===== src/rtl/uart_pkg.sv =====
// Shared definitions for the UART byte transmitter.
// Optional feature macro: UART_TX_PARITY_EN (adds an even-parity bit after the data bits).
package uart_pkg;

   // 50 MHz / 9600 baud
   localparam int unsigned DefaultBaudDiv = 5208;

   // Bits on the line per frame: start + 8 data + stop, optionally + parity
   localparam int unsigned FrameBitsNoParity = 10;
   localparam int unsigned FrameBitsParity   = 11;

`ifdef UART_TX_PARITY_EN
   localparam int unsigned FrameBits = FrameBitsParity;
`else
   localparam int unsigned FrameBits = FrameBitsNoParity;
`endif

   typedef enum logic [2:0] {
      StIdle,
      StStart,
      StData,
`ifdef UART_TX_PARITY_EN
      StParity,
`endif
      StStop
   } tx_state_e;

endpackage


===== src/rtl/uart_baud_cnt.sv =====
// Baud-period counter: counts 0..BAUD_DIV-1 and flags the last cycle of each bit period.
module uart_baud_cnt
   import uart_pkg::*;
#(
   parameter int unsigned BAUD_DIV = DefaultBaudDiv
) (
   input  logic clk,
   input  logic rst_n,
   input  logic clear,
   output logic bit_end,
   output logic bit_end_next
);

   localparam int unsigned CntW = (BAUD_DIV > 1) ? $clog2(BAUD_DIV) : 1;
   localparam logic [CntW-1:0] CntMax = CntW'(BAUD_DIV - 1);

   logic [CntW-1:0] cnt_q, cnt_d;

   // Next count: held at zero while cleared, wraps at the end of each bit period
   always_comb begin
      cnt_d = cnt_q;
      if (clear) begin
         cnt_d = '0;
      end else if (cnt_q == CntMax) begin
         cnt_d = '0;
      end else begin
         cnt_d = cnt_q + CntW'(1);
      end
   end

   assign bit_end      = (cnt_q == CntMax);
   // Lets the sequencer register a pulse that lines up with the coming last cycle
   assign bit_end_next = (cnt_d == CntMax);

   // Counter state
   always_ff @(posedge clk or negedge rst_n) begin
      if (!rst_n) begin
         cnt_q <= '0;
      end else begin
         cnt_q <= cnt_d;
      end
   end

endmodule


===== src/rtl/uart_byte_tx.sv =====
// UART byte transmitter: start, 8 data bits LSB first, optional even parity, one stop bit.
// Optional one-entry holding register (HOLD_EN) lets the next byte start with no idle gap.
// Optional feature macro: UART_TX_PARITY_EN (inserts the parity bit after the data bits).
module uart_byte_tx
   import uart_pkg::*;
#(
   parameter int unsigned BAUD_DIV = DefaultBaudDiv,
   parameter int unsigned HOLD_EN  = 1
) (
   input  logic       clk,
   input  logic       rst_n,
   input  logic       tx_en,
   input  logic [7:0] tx_data,
   output logic       tx,
   output logic       busy,
   output logic       pend,
   output logic       done,
   output logic       ovf
);

   tx_state_e  state_q;
   logic [7:0] shift_q;
   logic [7:0] hold_q;
   logic [2:0] bit_cnt_q;
`ifdef UART_TX_PARITY_EN
   logic       par_q;
`endif

   logic       baud_clear;
   logic       bit_end;
   logic       bit_end_next;
   logic       handover;
   logic [7:0] start_byte;

   // Every non-idle state is entered on a bit_end, where the counter wraps to zero anyway,
   // so holding it clear in idle is enough to start each state from zero.
   assign baud_clear = (state_q == StIdle);
   // Last cycle of the stop bit: the next frame may start on the following edge
   assign handover   = (state_q == StStop) && bit_end;
   // A held byte always goes before a byte arriving in the same cycle
   assign start_byte = pend ? hold_q : tx_data;

   uart_baud_cnt #(
      .BAUD_DIV (BAUD_DIV)
   ) u_baud_cnt (
      .clk          (clk),
      .rst_n        (rst_n),
      .clear        (baud_clear),
      .bit_end      (bit_end),
      .bit_end_next (bit_end_next)
   );

   // Frame sequencer with registered line, status flags and holding register
   always_ff @(posedge clk or negedge rst_n) begin
      if (!rst_n) begin
         state_q   <= StIdle;
         shift_q   <= '0;
         hold_q    <= '0;
         bit_cnt_q <= '0;
`ifdef UART_TX_PARITY_EN
         par_q     <= 1'b0;
`endif
         tx        <= 1'b1;
         busy      <= 1'b0;
         pend      <= 1'b0;
         done      <= 1'b0;
         ovf       <= 1'b0;
      end else begin
         done <= 1'b0;
         unique case (state_q)
            StIdle: begin
               if (tx_en) begin
                  state_q   <= StStart;
                  shift_q   <= tx_data;
`ifdef UART_TX_PARITY_EN
                  par_q     <= ^tx_data;
`endif
                  bit_cnt_q <= '0;
                  tx        <= 1'b0;
                  busy      <= 1'b1;
               end
            end
            StStart: begin
               if (bit_end) begin
                  state_q   <= StData;
                  bit_cnt_q <= '0;
                  tx        <= shift_q[0];
                  shift_q   <= {1'b0, shift_q[7:1]};
               end
            end
            StData: begin
               if (bit_end) begin
                  if (bit_cnt_q == 3'd7) begin
                     bit_cnt_q <= '0;
`ifdef UART_TX_PARITY_EN
                     state_q   <= StParity;
                     tx        <= par_q;
`else
                     state_q   <= StStop;
                     tx        <= 1'b1;
                     done      <= bit_end_next;
`endif
                  end else begin
                     bit_cnt_q <= bit_cnt_q + 3'd1;
                     tx        <= shift_q[0];
                     shift_q   <= {1'b0, shift_q[7:1]};
                  end
               end
            end
`ifdef UART_TX_PARITY_EN
            StParity: begin
               if (bit_end) begin
                  state_q   <= StStop;
                  bit_cnt_q <= '0;
                  tx        <= 1'b1;
                  done      <= bit_end_next;
               end
            end
`endif
            StStop: begin
               if (bit_end) begin
                  if (pend || tx_en) begin
                     // Back-to-back frame: no idle cycle between stop and start
                     state_q   <= StStart;
                     shift_q   <= start_byte;
`ifdef UART_TX_PARITY_EN
                     par_q     <= ^start_byte;
`endif
                     bit_cnt_q <= '0;
                     tx        <= 1'b0;
                     if (pend && tx_en) begin
                        hold_q <= tx_data;
                     end else begin
                        pend   <= 1'b0;
                     end
                  end else begin
                     state_q <= StIdle;
                     busy    <= 1'b0;
                  end
               end else begin
                  done <= bit_end_next;
               end
            end
            default: begin
               state_q <= StIdle;
               tx      <= 1'b1;
               busy    <= 1'b0;
            end
         endcase

         // Requests arriving mid-frame go to the holding register or are dropped
         if (tx_en && !baud_clear && !handover) begin
            if ((HOLD_EN != 0) && !pend) begin
               hold_q <= tx_data;
               pend   <= 1'b1;
            end else begin
               ovf <= 1'b1;
            end
         end
      end
   end

endmodule

===== config.mk =====
export PLATFORM = sky130hd
export DESIGN_NAME = uart_byte_tx
export DESIGN_NICKNAME = d
export VERILOG_FILES = /design/src/rtl/uart_pkg.sv /design/src/rtl/uart_baud_cnt.sv /design/src/rtl/uart_byte_tx.sv
export SDC_FILE = /design/constraint.sdc
export NUM_CORES = 1
export LEC_CHECK = 0
export CORE_UTILIZATION = 50
export DETAILED_ROUTE_END_ITERATION = 8
export MAX_ROUTING_LAYER = met4
export PLACE_DENSITY = 0.7
export SYNTH_ARGS = -nofsm -noshare
export SYNTH_HDL_FRONTEND = slang
export SYNTH_SLANG_ARGS = --single-unit

===== constraint.sdc =====
create_clock -name clk -period 7 [get_ports clk]
set_clock_uncertainty 0.1 [all_clocks]
set_input_delay 1.05 -clock clk [delete_from_list [all_inputs] [get_ports clk]]
set_output_delay 1.05 -clock clk [all_outputs]
set_load 0.02 [all_outputs]

# Word-level counts from Yosys, hierarchy flattened
# Index checks and enable logic that the tools add are counted.
dict set report totals {
  ff_bits 40
  out_inout_bits 5
  word_cells 94
}
dict set report op_classes {
  addsub 2
  eq_ne 14
  mux 51
  bitwise 1
  reduce_logical 16
}
# op n
set ops {}
lappend ops {{$mux 8} 13}
lappend ops {{$mux 3} 11}
lappend ops {{$pmux 8 s4} 1}
lappend ops {{$eq 13x13->1 const B} 2}
lappend ops {{$mux 13} 2}
lappend ops {{$pmux 3 s4} 2}
lappend ops {{$mux 1} 19}
lappend ops {{$ne 2x2->1 const B} 7}
lappend ops {{$add 13x1->13 const B} 1}
lappend ops {{$reduce_and 5->1} 2}
lappend ops {{$reduce_and 7->1} 1}
lappend ops {{$eq 3x2->1 const B} 2}
lappend ops {{$reduce_and 6->1} 1}
lappend ops {{$logic_and 1x1->1} 4}
lappend ops {{$pmux 1 s4} 1}
lappend ops {{$reduce_and 4->1} 1}
lappend ops {{$reduce_bool 4->1} 1}
lappend ops {{$add 3x1->3 const B} 1}
lappend ops {{$eq 3x1->1 const B} 1}
lappend ops {{$eq 3x3->1 const B} 1}
lappend ops {{$logic_not 3->1} 1}
lappend ops {{$pmux 1 s3} 1}
lappend ops {{$logic_not 1->1} 2}
lappend ops {{$ne 2x1->1 const B} 1}
lappend ops {{5 further kinds} 5}

# Longest topological paths before layout
# Gate-level depths: netlist (run 1).
dict set report logic_depth {
  word_depth 7
  depth_mapped 9
}

# Cells and area by module
# A second synthesis (run 1) with hierarchy kept.
dict set report unflattened {
  hier_cells 203
  area_unflattened_um2 2234.6
}
# mod instances cells_each area_per_inst_um2
set by_module_without_submodules {}
lappend by_module_without_submodules {uart_byte_tx 1 125 1477.7}
lappend by_module_without_submodules {uart_baud_cnt 1 78 757.0}

# Least setup slack after synthesis (run 1)
# Ideal clock, no wire load.
dict set report synth_timing {
  path_kind {input to register}
  start {input port tx_en}
  end {register shift_q[0]}
  setup_ns 0.125
  t_arrival_ns 2.007
  t_required_ns 6.775
  path_slack_ns 4.768
  cell_stages 6
  cell_sequence {inv_1 -> a22o_1 -> buf_6 -> a21o_1 -> buf_6 -> mux2_4}
}
dict set report synth_between {
  elab_chain_len 3
  word_cells_on_any_way 4
  classes_between {eq/ne: 2; reduce/logical: 2}
}
# item line_no
set synth_rtl {}
lappend synth_rtl {{start, declared} uart_byte_tx.sv:12} ;# input logic tx_en,
lappend synth_rtl {{$logic_or 1x1->1} uart_byte_tx.sv:122} ;# if (pend || tx_en) begin
lappend synth_rtl {{$ne 2x1->1 (no source line)} -}
lappend synth_rtl {{$reduce_and 7->1 (no source line) *} -}
lappend synth_rtl {{end signal, assigned} uart_byte_tx.sv:88} ;# shift_q <= {1'b0, shift_q[7:1]};
lappend synth_rtl {{end signal, assigned} uart_byte_tx.sv:106} ;# shift_q <= {1'b0, shift_q[7:1]};
lappend synth_rtl {{end signal, assigned} uart_byte_tx.sv:125} ;# shift_q <= start_byte;
lappend synth_rtl {{end, declared} uart_byte_tx.sv:22} ;# logic [7:0] shift_q;
# Every way passes the cells marked *; elsewhere a longest branch is shown, timed or not.
# A chain may end at the register's enable or synchronous reset.

# Worst setup path after layout (run 1)
dict set report layout_timing {
  start {input port tx_en}
  end {register shift_q[2]}
}
# Same word-level chain as after synthesis.

==> qor.csv, run 1 <==
metric;value;unit
setup TNS after final layout;0;ns
syn_area_per_cell;9.72;µm²
Wirelength per Cell;15.6;µm
GRT overflow;0;
crit-path cells;clkdlybuf4s50_1, inv_1, a22o_1, a21o_1, mux2_4;
Post-CTS Setup Inserts;0;
clk buf depth;2;
DIE WIDTH;69.5;µm
Num CTS Buffers;5;
total routed wirelength;4600;µm
H-tree Lvls;2;
final hold slack;0.375;ns
clk root buf;clkbuf_8;
setup ws final;3.95;ns
slew at the pin closest to its max-slew limit;0.852;ns
Synth Cell Area;2270;µm²
Final Cycle Share;43.5;%
Buf/Inv on CP;2;
initial drt markers;91;
critical path arrival;3.12;ns
Layout area overhead;10.9;%
initial core utilization;52.2;%
WHS Path Cells;2;
row cnt;24;
most frequent cells in the layout;dfrtp_1, nand2_1, nor2_1, o21ai_0, clkdlybuf4s50_1;
Final Power;0.425;mW
Placer Congestion;0.839;
placed instance area;2410;µm²
IO Count;16;
reg2reg setup slack;4.33;ns
Antenna Nets Post-Route;0;
share of layout cells above drive strength 1;12.3;%
Ant. Diodes;0;
mean number of vias per cell;5.91;
multi-input logic area;1200;µm²
Final Non-Filler Cells;295;
Tmin final;3.05;ns
DRC viols;0;
Top delay family on crit path;buffers and inverters;
global-route wire length before repair;7880;µm
fraction of registers with async set/reset;100;%
cells resized by post-CTS repair;0;
FF/Latch Area;977;µm²
Inst Count DP;287;
Yosys reg bits;39;
crit path max fanout;15;
Worst-Skew Late Latency;0.29;ns
r2r worst-path depth;6;
Max-cap violations;0;
maximum vdd ir drop;110;µV
Pleak;1.09;nW
CP peak stage delay;0.79;ns
Finished Core Util;58.0;%
most common cell after layout, fill and taps aside;dfrtp_1;
CP startpoint kind;input pin;
Slew headroom;43.2;%
reg2reg end;shift_q[2];
die footprint;4820;µm²
endpoints failing setup;0;
Setup WS pre-CTS;3.68;ns
Std-Cell Core Area;4350;µm²
PD cells;169;nW/µm²
hpwl dp;3260;µm
Hold EP;tx;
Slowest cell on crit path;clkdlybuf4s50_1;
CTS sink count;39;
Max Fclk;0.328;GHz
Via Count;1744;
hold path startpoint;tx;
HP Class;flop to flop;
register area share after synthesis;43.0;%
worst r2r src;state_q[0];
drt first pass iters;4;
Worst-path clk slew;0.08;ns
Die H;69.5;µm
WP data required;7.07;ns
Final Hold Fails;0;
largest net degree at the start of global routing;40;
critical path class;input pin to flop;
Finished Cell Area;2520;µm²
# nets final;260;
outcome;completed;
Final Max Slew Viols;0;
nature of the critical path endpoint;flop;
PortBufs;15;
number of global-route vias before repair;1702;
initial antenna violation count;0;
CTS tree;built;
cells after synthesis;234;
Fillers;367;
Post-synth EDFFs;0;
Mapped Nets;252;
Tot GR Track Use;21.1;%
synth warn;0;
Synth Flop Type;dfrtp_1;
Netlist cell types;47;
hold buffer count at cts;0;
RSZ-0062 raised after global routing;no;
## flip-flops by register name (all words and copies together), names as in the netlist
signal	count
pend	1
shift_q	8
done	1
state_q	2
bit_cnt_q	3
u_baud_cnt.cnt_q	13
hold_q	8
tx	1
ovf	1
busy	1
## power by group
| group | switching (mW) | leakage (nW) | internal, mW | total [mW] |
|---|---|---|---|---|
| combinational | 0.00955 | 0.576 | 0.00682 | 0.0164 |
| clock | 0.0778 | 0.0581 | 0.106 | 0.184 |
| sequential | 0.00000000000000000981 | 0.459 | 0.225 | 0.225 |
## worst reg2reg max path, delay by kind of cell (launching register included)
kind,cells,cell delay [ns]
AO/OA/AOI/OAI,3,1.09
adder cells (fa/ha/maj),1,0.52
flip-flops,1,0.42
multiplexers,1,0.34
buffers and inverters,1,0.09
## how the worst max path moves through the flow
stage                     start          to  slack [ns]  depth (start not counted)
after detailed placement  tx_en  shift_q[2]        3.68                          5
after floorplan           tx_en  shift_q[0]        4.77                          6
after CTS                 tx_en  shift_q[2]        3.99                          5
after global routing      tx_en  shift_q[2]        3.84                          5
final                     tx_en  shift_q[2]        3.95                          5
after global placement    tx_en  shift_q[3]        3.74                          5
## cell families after synthesis
kind of cell | share of synthesized area, %
DFF | 43.0
adders and majority gates | 3.85
AOI/OAI and AO/OA | 18.5
and+or+nand+nor | 19.3
muxes | 6.71
xor gates and xnor gates | 4.24
buffers and inverters | 4.40
## cell type report
| cell class | instances | area share, % |
|---|---|---|
| Clock inverter | 3 | 1.74 |
| Timing Repair Buffer | 15 | 5.75 |
| Tap cell | 52 | 2.58 |
| Inverter | 7 | 1.04 |
| Sequential cell | 39 | 38.7 |
| Clock buffer | 5 | 2.73 |
| Multi-Input combinational cell | 174 | 47.4 |
## metal layers
layer	vias to the layer above	global-route usage [%]	share of wire (%)	wire, µm
met3	7	3.49	3.3	154
met2	47	32.6	46	2090
met5	-	-	0	0
met1	822	28.4	50	2280
met4	0	6.80	1.6	74
li1	868	-	-	-
## cell usage after synthesis, types with 2 or more instances
cell type,count,area share [%]
o22ai_1,6,1.7
nand4_1,6,1.7
o32a_1,3,1.3
a22oi_1,9,3.0
o221a_2,3,1.5
mux2_4,8,5.3
o21ai_0,15,3.3
nor3_1,6,1.3
and4_2,2,0.88
dfrtp_1,38,42
buf_6,2,0.99
a22o_1,2,0.77
ha_1,7,3.9
xnor2_1,7,2.7
o31ai_1,3,0.99
xor2_1,4,1.5
a21o_1,2,0.66
nand3_1,3,0.66
inv_1,7,1.2
nand2_1,27,4.5
a21oi_1,8,1.8
and2_1,2,0.55
nor2b_1,2,0.55
buf_2,5,1.1
nor2_1,25,4.1
mux2_2,2,0.99
o22a_1,3,1.2
nor4_1,2,0.55
clkbuf_1,7,1.2
(Power assumes the default switching activity.)
==> run 2: changes to the inputs <==
clock period = 3.1 ns   (was 7 ns; I/O delays follow)
==> run 2 against run 1 <==
  * Non-clock buffer count is 4 higher
  * Global-route usage is 0.56 points higher
  * Critical path depth is 1 higher
  * Wire length is 0.13% higher
  * Sequential power is 130% higher
  * Final cell count is 1.4% higher
  * Count of clock-buffer cells in the layout stayed put
  * First-iteration DRC count is 7.7% higher
  * Critical endpoint is now shift_q[4]
  * Sequential cell count stayed put
  * Sequential share of layout area is 0.46 points lower
  * Die area stayed put
  * Worst setup slack worse by 3.3 ns
==> qor.csv, run 2 (synthesis results as in run 1) <==
metric;value;unit
reg2reg setup slack;0.63;ns
Final Hold Fails;0;
Max Fclk;0.405;GHz
hpwl dp;3260;µm
Ant. Diodes;0;
logic gate share of total power;3.9;%
Pint;0.764;mW
drt first pass iters;4;
CP peak stage delay;0.43;ns
Via Count;1731;
number of global-route vias before repair;1668;
slew at the pin closest to its max-slew limit;0.854;ns
Die H;69.5;µm
Pleak;1.11;nW
worst r2r src;u_baud_cnt.cnt_q[0];
IO Count;16;
Finished Cell Area;2550;µm²
switching power;0.206;mW
Buf/Inv on CP;0;
WP data required;3.19;ns
Std-Cell Core Area;4350;µm²
global-route wire length before repair;8010;µm
Worst-Skew Late Latency;0.29;ns
Tot GR Track Use;21.6;%
DRC viols;0;
Slew headroom;43.0;%
sequential share of power;52.4;%
# nets final;264;
CTS tree;built;
Num CTS Buffers;5;
switch share;21.2;%
CTS sink count;39;
clk root buf;clkbuf_8;
Wirelength per Cell;15.4;µm
Worst-path clk slew;0.08;ns
row cnt;24;
setup TNS after final layout;0;ns
cells resized by post-CTS repair;0;
most common cell after layout, fill and taps aside;dfrtp_1;
Placer Congestion;0.857;
critical path arrival;2.56;ns
total routed wirelength;4610;µm
r2r worst-path depth;6;
Final Cycle Share;79.7;%
initial antenna violation count;0;
outcome;completed;
Finished Core Util;58.6;%
nature of the critical path endpoint;flop;
Fillers;373;
Slowest cell on crit path;dfrtp_1;
Post-CTS Setup Inserts;0;
Top delay family on crit path;compound AO/OA/AOI/OAI gates;
critical path class;flop to flop;
die footprint;4820;µm²
endpoints failing setup;0;
GRT overflow;0;
H-tree Lvls;2;
CP startpoint kind;flop;
max reg flops;13;
Antenna Nets Post-Route;0;
Layout area overhead;12.3;%
clock share of power;43.7;%
share of layout cells above drive strength 1;13.8;%
crit-path cells;ha_1, and2_1, nand4_4, a22o_1, a21o_1, mux2_4;
mean number of vias per cell;5.79;
reg2reg end;shift_q[4];
most frequent cells in the layout;dfrtp_1, nand2_1, nor2_1, o21ai_0, clkdlybuf4s50_1;
largest net degree at the start of global routing;40;
HP Class;input pin to async pin;
crit path max fanout;9;
Max-cap violations;0;
Tmin final;2.47;ns
initial core utilization;52.2;%
RSZ-0062 raised after global routing;no;
PD cells;380;nW/µm²
Final Max Slew Viols;0;
Biggest register;u_baud_cnt.cnt_q;
initial drt markers;98;
maximum vdd ir drop;301;µV
PortBufs;15;
DIE WIDTH;69.5;µm
hold buffer count at cts;0;
placed instance area;2440;µm²
Top Registers;u_baud_cnt.cnt_q (13), hold_q (8), shift_q (8);
clk buf depth;2;
-- run 2: routing by layer --
layer	wire (µm)	track usage (%)
met5	0	-
met3	157	3.78
met4	63	9.07
met1	2290	29.5
met2	2100	31.8
-- run 2: how the worst max path moves through the flow --
| stage | startpoint | slack, ns | cells after the start | end |
|---|---|---|---|---|
| after floorplan | state_q[0] | 0.87 | 7 | shift_q[0] |
| after global placement | u_baud_cnt.cnt_q[0] | 0.69 | 6 | shift_q[4] |
| after detailed placement | u_baud_cnt.cnt_q[0] | 0.64 | 6 | shift_q[7] |
| after CTS | u_baud_cnt.cnt_q[0] | 0.63 | 6 | shift_q[4] |
| after global routing | u_baud_cnt.cnt_q[0] | 0.46 | 6 | shift_q[1] |
| final | u_baud_cnt.cnt_q[0] | 0.63 | 6 | shift_q[4] |
-- run 2: power by group through the flow --
stage          combinational, mW  clock (mW)  sequential, mW
2_1_floorplan            0.00942           0           0.519
6_report                  0.0375       0.424           0.508
5_1_grt                   0.0418       0.456           0.508
3_5_place_dp              0.0380           0           0.518
4_1_cts                   0.0381       0.436           0.508
3_3_place_gp              0.0379           0           0.518
-- run 2: through the flow --
stage / std cells / hold slack [ns] / worst slack, ns / power, mW
2_1_floorplan: 234 / 0.0694 / 0.871 / 0.528
3_3_place_gp: 291 / 0.362 / 0.695 / 0.556
3_5_place_dp: 291 / 0.367 / 0.637 / 0.556
4_1_cts: 299 / 0.203 / 0.627 / 0.982
5_1_grt: 299 / 0.252 / 0.460 / 1.01
6_report: 299 / 0.176 / 0.629 / 0.970
-- run 2: final cells by class --
| type | count | area, µm² | area share (%) |
|---|---|---|---|
| Multi-Input combinational cell | 174 | 1200 | 46.9 |
| Clock inverter | 3 | 43.8 | 1.71 |
| Inverter | 7 | 26.3 | 1.03 |
| Sequential cell | 39 | 977 | 38.3 |
| Clock buffer | 5 | 68.8 | 2.69 |
| Tap cell | 52 | 65.1 | 2.55 |
| Timing Repair Buffer | 19 | 175 | 6.86 |
